==> src/rtl/enc_selector.sv <==
// Stages message symbols from a beat-wide source and places a requested count into rotated output lanes.
// Output placement is registered one cycle after the pop. in_ready depends only on registered occupancy.
module enc_selector #(
  parameter int SYM_WID = 8,
  parameter int SYM_NUM = 4
) (
  input  logic                             clk,
  input  logic                             rst,
  input  logic                             in_valid,
  output logic                             in_ready,
  input  logic [SYM_NUM*SYM_WID-1:0]       in_data,
  input  logic                             con_stall,
  input  logic [$clog2(SYM_NUM+1)-1:0]     sel_request,
  input  logic [$clog2(SYM_NUM)-1:0]       sel_offset,
  output logic [SYM_NUM*SYM_WID-1:0]       out_data,
  output logic [SYM_NUM-1:0]               out_mask,
  output logic                             out_valid,
  output logic                             err_underflow
);

  localparam int BUF_DEP = 2 * SYM_NUM;
  localparam int CNT_W   = $clog2(BUF_DEP + 1);
  localparam int OFF_W   = $clog2(SYM_NUM);

  typedef logic [SYM_WID-1:0] sym_t;

  sym_t                            buf_q [BUF_DEP];
  sym_t                            buf_d [BUF_DEP];
  logic [CNT_W-1:0]                cnt_q, cnt_d;
  logic [SYM_NUM-1:0][SYM_WID-1:0] out_data_q, out_data_d;
  logic [SYM_NUM-1:0]              out_mask_q, out_mask_d;
  logic                            out_valid_q, out_valid_d;
  logic                            err_q, err_d;

  logic [CNT_W-1:0] req_ext;
  logic [CNT_W-1:0] pop_amt;
  logic [CNT_W-1:0] base;
  logic             pop_elig;
  logic             underflow;
  logic             push;

  assign in_ready  = (cnt_q <= CNT_W'(SYM_NUM));
  assign push      = in_valid && in_ready;
  assign req_ext   = CNT_W'(sel_request);
  assign pop_elig  = !con_stall && (sel_request != '0);
  assign underflow = pop_elig && (req_ext > cnt_q);
  assign pop_amt   = (pop_elig && !underflow) ? req_ext : '0;
  assign base      = cnt_q - pop_amt;

  // Shift out the popped symbols, then append the beat behind what remains.
  always_comb begin
    for (int i = 0; i < BUF_DEP; i++) begin
      buf_d[i] = '0;
      for (int p = 0; p <= SYM_NUM; p++) begin
        if (pop_amt == CNT_W'(p) && (i + p) < BUF_DEP) begin
          buf_d[i] = buf_q[i + p];
        end
      end
    end
    if (push) begin
      for (int b = 0; b <= SYM_NUM; b++) begin
        if (base == CNT_W'(b)) begin
          for (int j = 0; j < SYM_NUM; j++) begin
            buf_d[b + j] = in_data[j*SYM_WID +: SYM_WID];
          end
        end
      end
    end
    cnt_d = base + (push ? CNT_W'(SYM_NUM) : CNT_W'(0));
  end

  always_comb begin
    logic [OFF_W-1:0] lane;
    lane        = '0;
    out_data_d  = '0;
    out_mask_d  = '0;
    out_valid_d = (pop_amt != '0);
    err_d       = err_q | underflow;
    if (con_stall) begin
      out_data_d = out_data_q;
      out_mask_d = out_mask_q;
    end else begin
      for (int k = 0; k < SYM_NUM; k++) begin
        if (CNT_W'(k) < pop_amt) begin
          // Offset sum wraps naturally because SYM_NUM is a power of two.
          lane             = sel_offset + OFF_W'(k);
          out_data_d[lane] = buf_q[k];
          out_mask_d[lane] = 1'b1;
        end
      end
    end
  end

  always_ff @(posedge clk or posedge rst) begin
    if (rst) begin
      for (int i = 0; i < BUF_DEP; i++) begin
        buf_q[i] <= '0;
      end
      cnt_q       <= '0;
      out_data_q  <= '0;
      out_mask_q  <= '0;
      out_valid_q <= 1'b0;
      err_q       <= 1'b0;
    end else begin
      for (int i = 0; i < BUF_DEP; i++) begin
        buf_q[i] <= buf_d[i];
      end
      cnt_q       <= cnt_d;
      out_data_q  <= out_data_d;
      out_mask_q  <= out_mask_d;
      out_valid_q <= out_valid_d;
      err_q       <= err_d;
    end
  end

  assign out_data      = out_data_q;
  assign out_mask      = out_mask_q;
  assign out_valid     = out_valid_q;
  assign err_underflow = err_q;

endmodule

==> config.mk <==
export PLATFORM = sky130hd
export DESIGN_NAME = enc_selector
export DESIGN_NICKNAME = d
export VERILOG_FILES = /design/src/rtl/enc_selector.sv
export SDC_FILE = /design/constraint.sdc
export NUM_CORES = 1
export LEC_CHECK = 0
export CAP_MARGIN = 40
export CELL_PAD_IN_SITES_DETAIL_PLACEMENT = 1
export CELL_PAD_IN_SITES_GLOBAL_PLACEMENT = 1
export CORE_MARGIN = 3
export CORE_UTILIZATION = 47
export CTS_CLUSTER_SIZE = 16
export DETAILED_ROUTE_END_ITERATION = 6
export PLACE_DENSITY = 0.87
export SYNTH_ARGS = -nofsm -noshare
export SYNTH_HDL_FRONTEND = slang
export SYNTH_SLANG_ARGS = --single-unit
==> constraint.sdc <==
create_clock -name clk -period 7.9 [get_ports clk]
set_input_delay 1.58 -clock clk [delete_from_list [all_inputs] [get_ports clk]]
set_output_delay 1.58 -clock clk [all_outputs]
set_load 0.02 [all_outputs]
* Word level (Yosys, flattened, before mapping)
Index checks and enable logic that the tools add are counted.
** Cells by class
- Add/subtract/negate cells :: 5
- Multipliers :: 0
- Divide/modulo/power cells :: 0
- $lt $le $gt $ge :: 14
- Equality and inequality tests :: 8
- Shift operators :: 0
- Mux-type cells :: 71
- Bitwise operators :: 5
- Reduce and logical (&&, ||, !) cells :: 14
** Operators with widths (count)
- $mux W32 :: 12
- $mux W8 :: 34
- $bwmux W32 :: 3
- $demux W8 S2 :: 4
- $mux W64 :: 1
- $and A32 B32 Y32 :: 1
- $mux W4 :: 7
- $lt A2 B3 Y1 const B :: 4
- $or A4 B4 Y4 :: 3
- $demux W1 S2 :: 4
- $eq A4 B2 Y1 const B :: 2
- $ge A2 B1 Y1 const B :: 4
- $logic_and A1 B1 Y1 :: 8
- $logic_not A4 Y1 :: 2
- $eq A3 B2 Y1 const B :: 2
- $lt A1 B3 Y1 const A :: 2
- $lt A2 B3 Y1 const A :: 2
- $mux W3 :: 2
- $add A2 B2 Y2 const B :: 2
- $add A4 B3 Y4 :: 1
- $eq A4 B1 Y1 const B :: 1
- $eq A4 B3 Y1 const B :: 1
- $gt A3 B4 Y1 :: 1
- $le A4 B3 Y1 const B :: 1
- 9 further kinds :: 13
** Word-level totals
- Bits in registers :: 106
- Latch bits :: 0
- Bits in writable memories :: 0
- Bits in read-only memories :: 0
- Input bits :: 41
- Output and inout bits :: 39
- Word-level logic and storage cells :: 133
- Memories :: 0

* Logic depth before layout (Yosys ltp)
Gate-level depths: netlist (run 1).
- Depth in word-level cells :: 18
- Mapped depth :: 22
- Depth with buffers taken out :: 15

* Least setup slack after synthesis (run 1)
No wires, ideal clock.
- Kind :: input to register
- Start :: input port sel_request[0]
- End :: register buf_q[30] (netlist name)
- Library setup time :: 0.131 ns
- Data arrival time :: 5.435 ns
- Required time :: 7.769 ns
- Path slack :: 2.334 ns
- Stages :: 20
- Buffers on the path :: 7
- Cell sequence :: buf_2 -> inv_1 -> clkbuf_1 -> ha_1 -> a31o_2 -> o21ai_2 -> buf_4 -> buf_6 -> buf_2 -> nor2_1 -> ha_1 -> inv_1 -> fa_1 -> clkbuf_1 -> nor3_2 -> nor2_1 -> nor2_2 -> buf_4 -> nor4_1 -> or3_1
** RTL lines
- start, declared :: RTL line 13 : input logic [$clog2(SYM_NUM+1)-1:0] sel_request,
- end signal, assigned by index :: RTL line 106 : buf_q[i] <= buf_d[i];
- end, declared :: RTL line 27 : sym_t buf_q [BUF_DEP];

==> flow_summary.toml, run 1 <==
[timing]
period_minus_slack_ns = 6.053
max-slew-margin-rel_pct = 34.94
finalSetupTns_ns = 0
fmax_mhz = 165.2
slew_violations = 0
rsz0062_at_grt = "false"
fin_crit_sh_pct = 76.62
max_slew.worst_pin.slew_ns = 0.9714
whs_ns = 0.4809
skew_ns = 0.008957
hold_violations = 0
finalSetupViolCount = 0

[cts]
cts_resized = 0
cts_setup_buffers = 0
hold_buffers = 0
cts.path.max_buffers = 2
root_buffer = "clkbuf_16"
path_clk_slew_ns = 0.08
clock-sinks = 106
htreeDepth = 3
clkLatencyLatePin_ns = 0.37
cts_tree = "built"
cts-buffers-inserted = 9

[cells_and_area]
drive_gt1_share_pct = 7.158
areaGrowthSynthToFinish_pct = 15.20
final_nets = 1008
diodes = 0
final_area_sq_um = 8981
fin_util_pct = 55.93

[placed_design]
io_buffers = 79
gp_congestion = 0.9972
hpwl_um = 22700
place_area_sq_um = 8652

[power_and_ir_drop]
power_density_nw_per_um2 = 352.9
internal_power_mw = 1.622
peakVddDrop_mv = 0.2656
seq_power_share_pct = 32.5
p_sw_share_pct = 48.82
total_power_mw = 3.169
p_switching_mw = 1.547
clkPwrFrac_pct = 16.2
p_comb_share_pct = 51.2
power_leakage_nw = 3.606

[worst_hold_path]
holdPathEnd = "err_underflow"
holdCritPathClass = "reg -> reg"
hp-start = "err_underflow"
min_path_cells = 1

[worst_setup_path]
cp_num_buf_inv = 4
path_cells = "clkdlybuf4s50_1, buf_4, ha_1, nor2_1, a31o_2, o21ai_4, inv_2, nand2_1, fa_1, and2_1, nand3_2, buf_4, nor2_1, a221oi_1, o31ai_1"
worstPathRequired_ns = 8.17
path_class = "in -> reg"
path_max_fanout = 28
r2r-end = "buf_q[12]"
rrSetupSlack_ns = 3.28
crit_family = "adder cells"
cpMaxStageDelayCell = "fa_1"
crit_path_end_kind = "flip-flop"
cp-start-kind = "input port"
rr_startpoint = "cnt_q[1]"
max_stage_delay_ns = 1.04
cp_data_arrival_time_ns = 6.33
reg2regPathDepth = 14

[drt]
viasPerCell = 7.285
via_count = 8596
post_drt_wl_per_cell_um = 27.47
drt_pass1_iterations = 7
drt_iter0_markers = 1316
ant_nets = 0
routed_wl_um = 32410
drc = 1

[die]
die_h_um = 134.8
dieArea_sq_um = 18170
start_util_pct = 48.55
ios = 80
core_sq_um = 16060
num_rows = 46
die_width_um = 134.8

[logic_synthesis]
synth.area.top_cells = "dfrtp_1, a21oi_1, mux2i_1"
synthCells = 925
synth_warnings = 0
synth_nets = 974
synth.avg_cell_area_sq_um = 8.428
synth_most_common_cell = "a21oi_1"
yosysSeqAreaShare_pct = 34.02
yosysUniqueCellTypes = 77
synth_top_area_share_pct = 34.02
synth.ff_latch_count = 106
yosys.area.top_type = "dfrtp_1"
synth-edff-count = 0
ys_async_sr_fraction_pct = 100.0
synth_commonest_cells = "a21oi_1, dfrtp_1, nand2_1, nor2_1, o22ai_1"
syn_area_sq_um = 7796
ys.flop_type = "dfrtp_1"

[outcome]
status = "complete, but fails checks"
violations = "DRC"

[global_route]
grtUsageTotal_pct = 35.77
grt_max_degree = 73
grt_pass1_wl_um = 50780
antenna_found_initial = 0
grt.overflow.total = 0
grt_pass1_vias = 8683

[job]
drv_cap = 0
-- sequential cells by signal (all words and copies together) (netlist names) --
signal	cells
buf_q	64
out_data	32
cnt_q	4
out_mask	4
err_underflow	1
out_valid	1
-- placed cells by master, fill, tap and decap left out, drive strengths merged, types with 4 or more instances in the layout --
master         Yosys  routed
a211o              5       5
a211oi             9       9
a21oi            119     119
a221o              9       9
a221oi            17      17
a222oi            21      21
a22o              20      20
a22oi             30      30
a2bb2oi           24      24
a31oi             18      18
and2              10      10
and3               6       6
buf               48      22
clkbuf            29      11
clkdlybuf4s50      0      78
dfrtp            106     106
ha                 7       7
inv               18      19
mux2               4       4
mux2i             40      40
nand2             79      79
nand3             28      28
nand4              4       4
nor2              79      79
nor2b              8       8
nor3              16      16
nor3b              4       4
nor4               9       9
o21ai             44      44
o22a               8       8
o22ai             43      43
o2bb2ai            9       9
o31ai             13      13
or3                7       7
xnor2              5       5
-- routing by layer --
layer | up-vias | track usage, % | part of all wire (%)
met3 | 140 | 4.769 | 9.4
li1 | 3653 | - | -
met2 | 603 | 56.36 | 46
met5 | - | 0 | 0
met4 | 0 | 18.89 | 5.2
met1 | 4200 | 48.12 | 39
-- per-stage QoR --
step                      setup WS [ns]  std cells
after floorplan                   2.334        925
after global placement            1.740       1159
after detailed placement          1.496       1164
after CTS                         1.858       1180
after global routing              1.583       1180
final                             1.847       1180
-- kinds of logic after synthesis --
group | after synthesis | share of synthesized area [%]
compound gates | 407 | 36.38
xor+xnor | 5 | 0.6580
fa+ha+maj | 8 | 1.380
buf+inv | 96 | 5.633
flops | 106 | 34.02
mux | 44 | 5.713
simple gates | 259 | 16.21
-- worst max path at each step --
stage / from / to / slack [ns] / cells past startpoint
final: sel_request[2] / buf_q[12] / 1.85 / 15
after global routing: sel_request[2] / buf_q[13] / 1.58 / 16
after CTS: sel_request[2] / buf_q[12] / 1.86 / 16
after detailed placement: sel_request[2] / buf_q[12] / 1.50 / 16
after global placement: sel_request[2] / buf_q[14] / 1.74 / 16
after floorplan: sel_request[0] / buf_q[30] / 2.33 / 20
-- power groups by stage --
stage / clock (mW) / sequential (mW) / combinational, mW
after floorplan: 0 / 0.931 / 1.11
after global placement: 0 / 1.01 / 1.52
after detailed placement: 0 / 1.02 / 1.57
after CTS: 0.516 / 1.01 / 1.59
after global routing: 0.538 / 1.05 / 1.74
final: 0.515 / 1.03 / 1.62
-- area by class of cell --
type / instances / area [sq um]
clock buffers: 11 / 242.7
clock inverters: 5 / 86.33
fillers: 1934 / 7077
inverters: 19 / 73.82
multi-input cells: 723 / 4715
flip-flops and latches: 106 / 2653
well taps: 216 / 270.3
repair buffers: 100 / 940.9
No activity file was read; power rests on OpenSTA's default activity.
==> inputs of run 2 (changes only) <==
--- a/config.mk
+++ b/config.mk
@@ -9,10 +9,10 @@
 export CELL_PAD_IN_SITES_DETAIL_PLACEMENT = 1
 export CELL_PAD_IN_SITES_GLOBAL_PLACEMENT = 1
 export CORE_MARGIN = 3
-export CORE_UTILIZATION = 47
+export CORE_UTILIZATION = 44
 export CTS_CLUSTER_SIZE = 16
 export DETAILED_ROUTE_END_ITERATION = 6
-export PLACE_DENSITY = 0.87
+export PLACE_DENSITY = 0.82
 export SYNTH_ARGS = -nofsm -noshare
 export SYNTH_HDL_FRONTEND = slang
 export SYNTH_SLANG_ARGS = --single-unit
==> constraint.sdc (replaced) <==
create_clock -name clk -period 6.3 [get_ports clk]
set_input_delay 1.26 -clock clk [delete_from_list [all_inputs] [get_ports clk]]
set_output_delay 1.26 -clock clk [all_outputs]
set_load 0.02 [all_outputs]
==> flow_summary.toml, run 2 (synthesis gave the netlist of run 1 again) <==
[outcome]
status = "completed"

[drt]
ant_nets = 0
via_count = 8420
routed_wl_um = 32190
viasPerCell = 7.058
drt_pass1_iterations = 6
drt_iter0_markers = 933
post_drt_wl_per_cell_um = 26.98
drc = 0

[global_route]
grtUsageTotal_pct = 32.88
grt_pass1_vias = 8738
grt_pass1_wl_um = 50790
antenna_found_initial = 0
grt.overflow.total = 0
grt_max_degree = 73

[worst_setup_path]
cp_data_arrival_time_ns = 5.55
cp-start-kind = "input port"
rrSetupSlack_ns = 1.85
path_class = "in -> reg"
worstPathRequired_ns = 6.55
path_max_fanout = 27
crit_path_end_kind = "flip-flop"

[cells_and_area]
most-common-layout-cells = "a21oi_1, dfrtp_1, nand2_1"
fin_cells = 1193
layout_commonest_cell = "a21oi_1"
drive_gt1_share_pct = 7.541
regMostFlops = "buf_q"
seqCellArea_sq_um = 2653
final_nets = 1013
areaGrowthSynthToFinish_pct = 15.68
multi_input_area_sq_um = 4715
fill_cells = 2063
largest_reg_flops = 64
diodes = 0

[timing]
hold_violations = 0
skew_ns = 0.01062
slew_violations = 0
fin_crit_sh_pct = 84.06
period_minus_slack_ns = 5.296
fmax_mhz = 188.8
max_slew.worst_pin.slew_ns = 0.9466
rsz0062_at_grt = "false"
max-slew-margin-rel_pct = 36.41
finalSetupViolCount = 0
finalSetupTns_ns = 0

[placed_design]
gp_congestion = 0.9622
io_buffers = 79
hpwl_um = 23000
dp.cells = 1178

[cts]
cts_resized = 0
clkLatencyLatePin_ns = 0.36
cts_tree = "built"
cts-buffers-inserted = 9
htreeDepth = 3
hold_buffers = 0
root_buffer = "clkbuf_16"
path_clk_slew_ns = 0.08
cts.path.max_buffers = 2
cts_setup_buffers = 0
clock-sinks = 106

[power_and_ir_drop]
power_density_nw_per_um2 = 438.2
p_switching_mw = 1.955
seq_power_share_pct = 32.7
power_leakage_nw = 3.614
peakVddDrop_mv = 0.2083
p_comb_share_pct = 52.2
total_power_mw = 3.952
internal_power_mw = 1.997
p_sw_share_pct = 49.46
clkPwrFrac_pct = 15.1

[die]
num_rows = 48
die_h_um = 139.1
ios = 80
die_width_um = 139.1
core_sq_um = 17300
dieArea_sq_um = 19350
start_util_pct = 45.07

[worst_hold_path]
holdCritPathClass = "reg -> reg"

[job]
drv_cap = 0
-- run 2: changes by cell type in the layout (fill, tap and decap cells not counted), sizes merged --
cell / before / now
clkinv: 3 / 2
bufinv: 2 / 1
clkinvlp: 0 / 2
clkbuf: 11 / 10
buf: 22 / 27
-- run 2: power groups by stage --
stage          sequential, mW  combinational [mW]  clock, mW
2_1_floorplan            1.17                1.39          0
3_3_place_gp             1.27                1.96          0
3_5_place_dp             1.28                2.01          0
4_1_cts                  1.27                2.03      0.599
5_1_grt                  1.31                2.21      0.623
6_report                 1.29                2.06      0.597
-- run 2: path summary, 6_finish.rpt --
kind / from / end / depth (start not counted)
min in group asynchronous: rst / out_mask[2] / 2
hold reg to reg: err_underflow / err_underflow / 1
setup reg to reg: cnt_q[1] / buf_q[0] / 14
hold / removal: err_underflow / err_underflow / 1
setup / recovery: sel_request[2] / buf_q[0] / 14
max in group asynchronous: rst / buf_q[8] / 3
-- run 2: layout make-up --
cell class / count / share of cell area [%]
clock buffers: 10 / 2.539
clock inverters: 5 / 0.7214
inverters: 19 / 0.8185
multi-input cells: 723 / 52.28
flip-flops and latches: 106 / 29.41
well taps: 225 / 3.122
repair buffers: 105 / 11.11
-- run 2: routing by layer --
layer  up-vias  GRT usage [%]  part of all wire (%)
li1       3664              -                     -
met1      4162          43.65                    41
met2       503          54.41                    48
met3        91          4.172                   8.1
met4         0          13.70                   3.6
met5         -              0                     0
-- run 2: metrics by stage --
stage	hold slack, ns	instance area [sq um]	worst slack (ns)	util (%)
detailed placement	0.4667	8725	0.6863	50.44
CTS	0.4855	9019	1.061	52.14
global placement	0.4673	8658	0.8466	50.06
floorplan	0.5431	7796	1.054	-
global route	0.5136	9019	0.7137	52.14
finish	0.4787	9019	1.004	52.14
-- run 2: worst max-delay path, cell delays in order --
cell and delay [ns]:
clkdlybuf4s50_1 0.48, buf_4 0.33, nor2_2 0.15, a21oi_1 0.35, o21ai_4 0.12, nor2_1 0.11, ha_2 0.20, inv_1 0.05
fa_1 0.48, xnor2_2 0.23, nor3_2 0.36, and3_1 0.80, nor2_1 0.33, a22o_1 0.28
==> inputs of run 3 (changes only) <==
--- a/config.mk
+++ b/config.mk
@@ -9,10 +9,10 @@
 export CELL_PAD_IN_SITES_DETAIL_PLACEMENT = 1
 export CELL_PAD_IN_SITES_GLOBAL_PLACEMENT = 1
 export CORE_MARGIN = 3
-export CORE_UTILIZATION = 44
+export CORE_UTILIZATION = 40
 export CTS_CLUSTER_SIZE = 16
 export DETAILED_ROUTE_END_ITERATION = 6
-export PLACE_DENSITY = 0.82
+export PLACE_DENSITY = 0.79
 export SYNTH_ARGS = -nofsm -noshare
 export SYNTH_HDL_FRONTEND = slang
 export SYNTH_SLANG_ARGS = --single-unit
==> constraint.sdc (replaced) <==
create_clock -name clk -period 4.3 [get_ports clk]
set_input_delay 0.86 -clock clk [delete_from_list [all_inputs] [get_ports clk]]
set_output_delay 0.86 -clock clk [all_outputs]
set_load 0.02 [all_outputs]
==> flow_summary.toml, run 3 (synthesis gave the netlist of run 1 again) <==
[global_route]
use_met2_pct = 50.60
grtUsageMet3_pct = 5.886
antenna_found_initial = 0
grtUsageMet1_pct = 41.05
grt_pass1_wl_um = 52750
grt.overflow.total = 0
top_usage_layer = "met2"
grt_max_degree = 57
grt_pass1_vias = 8948
grtUsageTotal_pct = 31.30

[worst_setup_path]
cp_data_arrival_time_ns = 4.36
worst-path-stages = 16
critical_path.startpoint = "sel_request[1]"
cp-start-kind = "input port"
r2r-end = "buf_q[28]"
cp-endpoint = "buf_q[28]"
max_stage_delay_ns = 0.43
worstPathRequired_ns = 4.55
path_max_fanout = 6
rrSetupSlack_ns = 0.63
crit_path_end_kind = "flip-flop"
reg2regPathDepth = 16
path_cells = "clkdlybuf4s50_1, ha_1, nor2b_4, o31ai_4, o21ai_4, inv_2, nand2_1, ha_1, nand2b_1, nor4bb_1, buf_4, or3_1, buf_4, nand3_1, a21oi_1, or3_1"
path_class = "in -> reg"
rr_startpoint = "cnt_q[1]"
crit_family = "simple AND/OR/NAND/NOR gates"
cpMaxStageDelayCell = "clkdlybuf4s50_1"
cp_num_buf_inv = 4

[cts]
cts_tree = "built"
cts-buffers-inserted = 9
hold_buffers = 0
root_buffer = "clkbuf_16"
htreeDepth = 3
cts.path.max_buffers = 2
clkLatencyLatePin_ns = 0.37
path_clk_slew_ns = 0.08
clock-sinks = 106

[timing]
finalSetupViolCount = 0
fmax_mhz = 243.4
max-slew-margin-rel_pct = 48.12
slew_violations = 0
rsz0062_at_grt = "false"
whs_ns = 0.4886
fin_crit_sh_pct = 95.55
skew_ns = 0.007139
max_slew.worst_pin.slew_ns = 0.7783
hold_violations = 0
finalSetupTns_ns = 0
period_minus_slack_ns = 4.109

[cells_and_area]
layout_commonest_cell = "a21oi_1"
areaGrowthSynthToFinish_pct = 22.85
seqCellArea_sq_um = 2653
regMostFlops = "buf_q"
most-common-layout-cells = "a21oi_1, dfrtp_1, nand2_1"
multi_input_area_sq_um = 4775
fin_util_pct = 50.53
diodes = 0
drive_gt1_share_pct = 13.06
fill_cells = 2179
final_nets = 1063
largest_reg_flops = 64

[drt]
routed_wl_um = 33880
drt_iter0_markers = 1081
post_drt_wl_per_cell_um = 26.51
via_count = 8738
viasPerCell = 6.837
drt_pass1_iterations = 7
drc = 12
ant_nets = 0

[job]
drv_cap = 0

[die]
die_width_um = 145.6
ios = 80
dieArea_sq_um = 21200
num_rows = 50
start_util_pct = 41.13
core_sq_um = 18960
die_h_um = 145.6

[power_and_ir_drop]
power_leakage_nw = 3.898
peakVddDrop_mv = 0.3596
power_density_nw_per_um2 = 648.7

[placed_design]
gp_congestion = 0.9774
io_buffers = 79
hpwl_um = 24690

[outcome]
violations = "DRC"
status = "complete, but fails checks"

[worst_hold_path]
holdCritPathClass = "reg -> reg"
run 3: layout make-up:
cell class | instances | share of cell area (%)
sequential | 106 | 27.69
clock buffer | 10 | 2.495
clock inverter | 5 | 0.6532
tap | 260 | 3.396
timing repair buffer | 155 | 15.11
multi-input combinational | 723 | 49.85
inverter | 19 | 0.7969
run 3: metrics by stage:
step | worst slack [ns] | power (mW) | cells | area (sq um)
floorplan | 0.007643 | 3.861 | 925 | 7908
global placement | -0.05681 | 5.115 | 1262 | 9256
finish | 0.1911 | 6.213 | 1278 | 9578
detailed placement | -0.1952 | 5.224 | 1263 | 9268
CTS | 0.1568 | 6.135 | 1278 | 9569
global route | 0.01606 | 6.542 | 1278 | 9578
run 3: worst min-delay path by stage:
stage,startpoint,endpoint,cells after the start
global route,err_underflow,err_underflow,1
global placement,err_underflow,err_underflow,1
finish,err_underflow,err_underflow,1
floorplan,buf_q[5],buf_q[37],1
detailed placement,err_underflow,err_underflow,1
CTS,err_underflow,err_underflow,1
run 3: layer usage:
metal | vias to the layer above | wire [um]
met1 | 4302 | 13690
li1 | 3771 | -
met3 | 126 | 2978
met5 | - | 0
met2 | 539 | 15710
met4 | 0 | 1497
run 3: repair_timing:
item	CTS	global route
resized for setup	0	3
setup buffers	0	0
endpoints found under the setup margin	0	4
run 3: power by group:
| group | total (mW) | internal [mW] | switching (mW) | leakage, nW |
|---|---|---|---|---|
| Clock | 0.892 | 0.470 | 0.422 | 0.146 |
| Sequential | 1.90 | 1.32 | 0.580 | 1.38 |
| Combinational | 3.42 | 1.45 | 1.97 | 2.37 |
| Total | 6.21 | 3.24 | 2.97 | 3.90 |
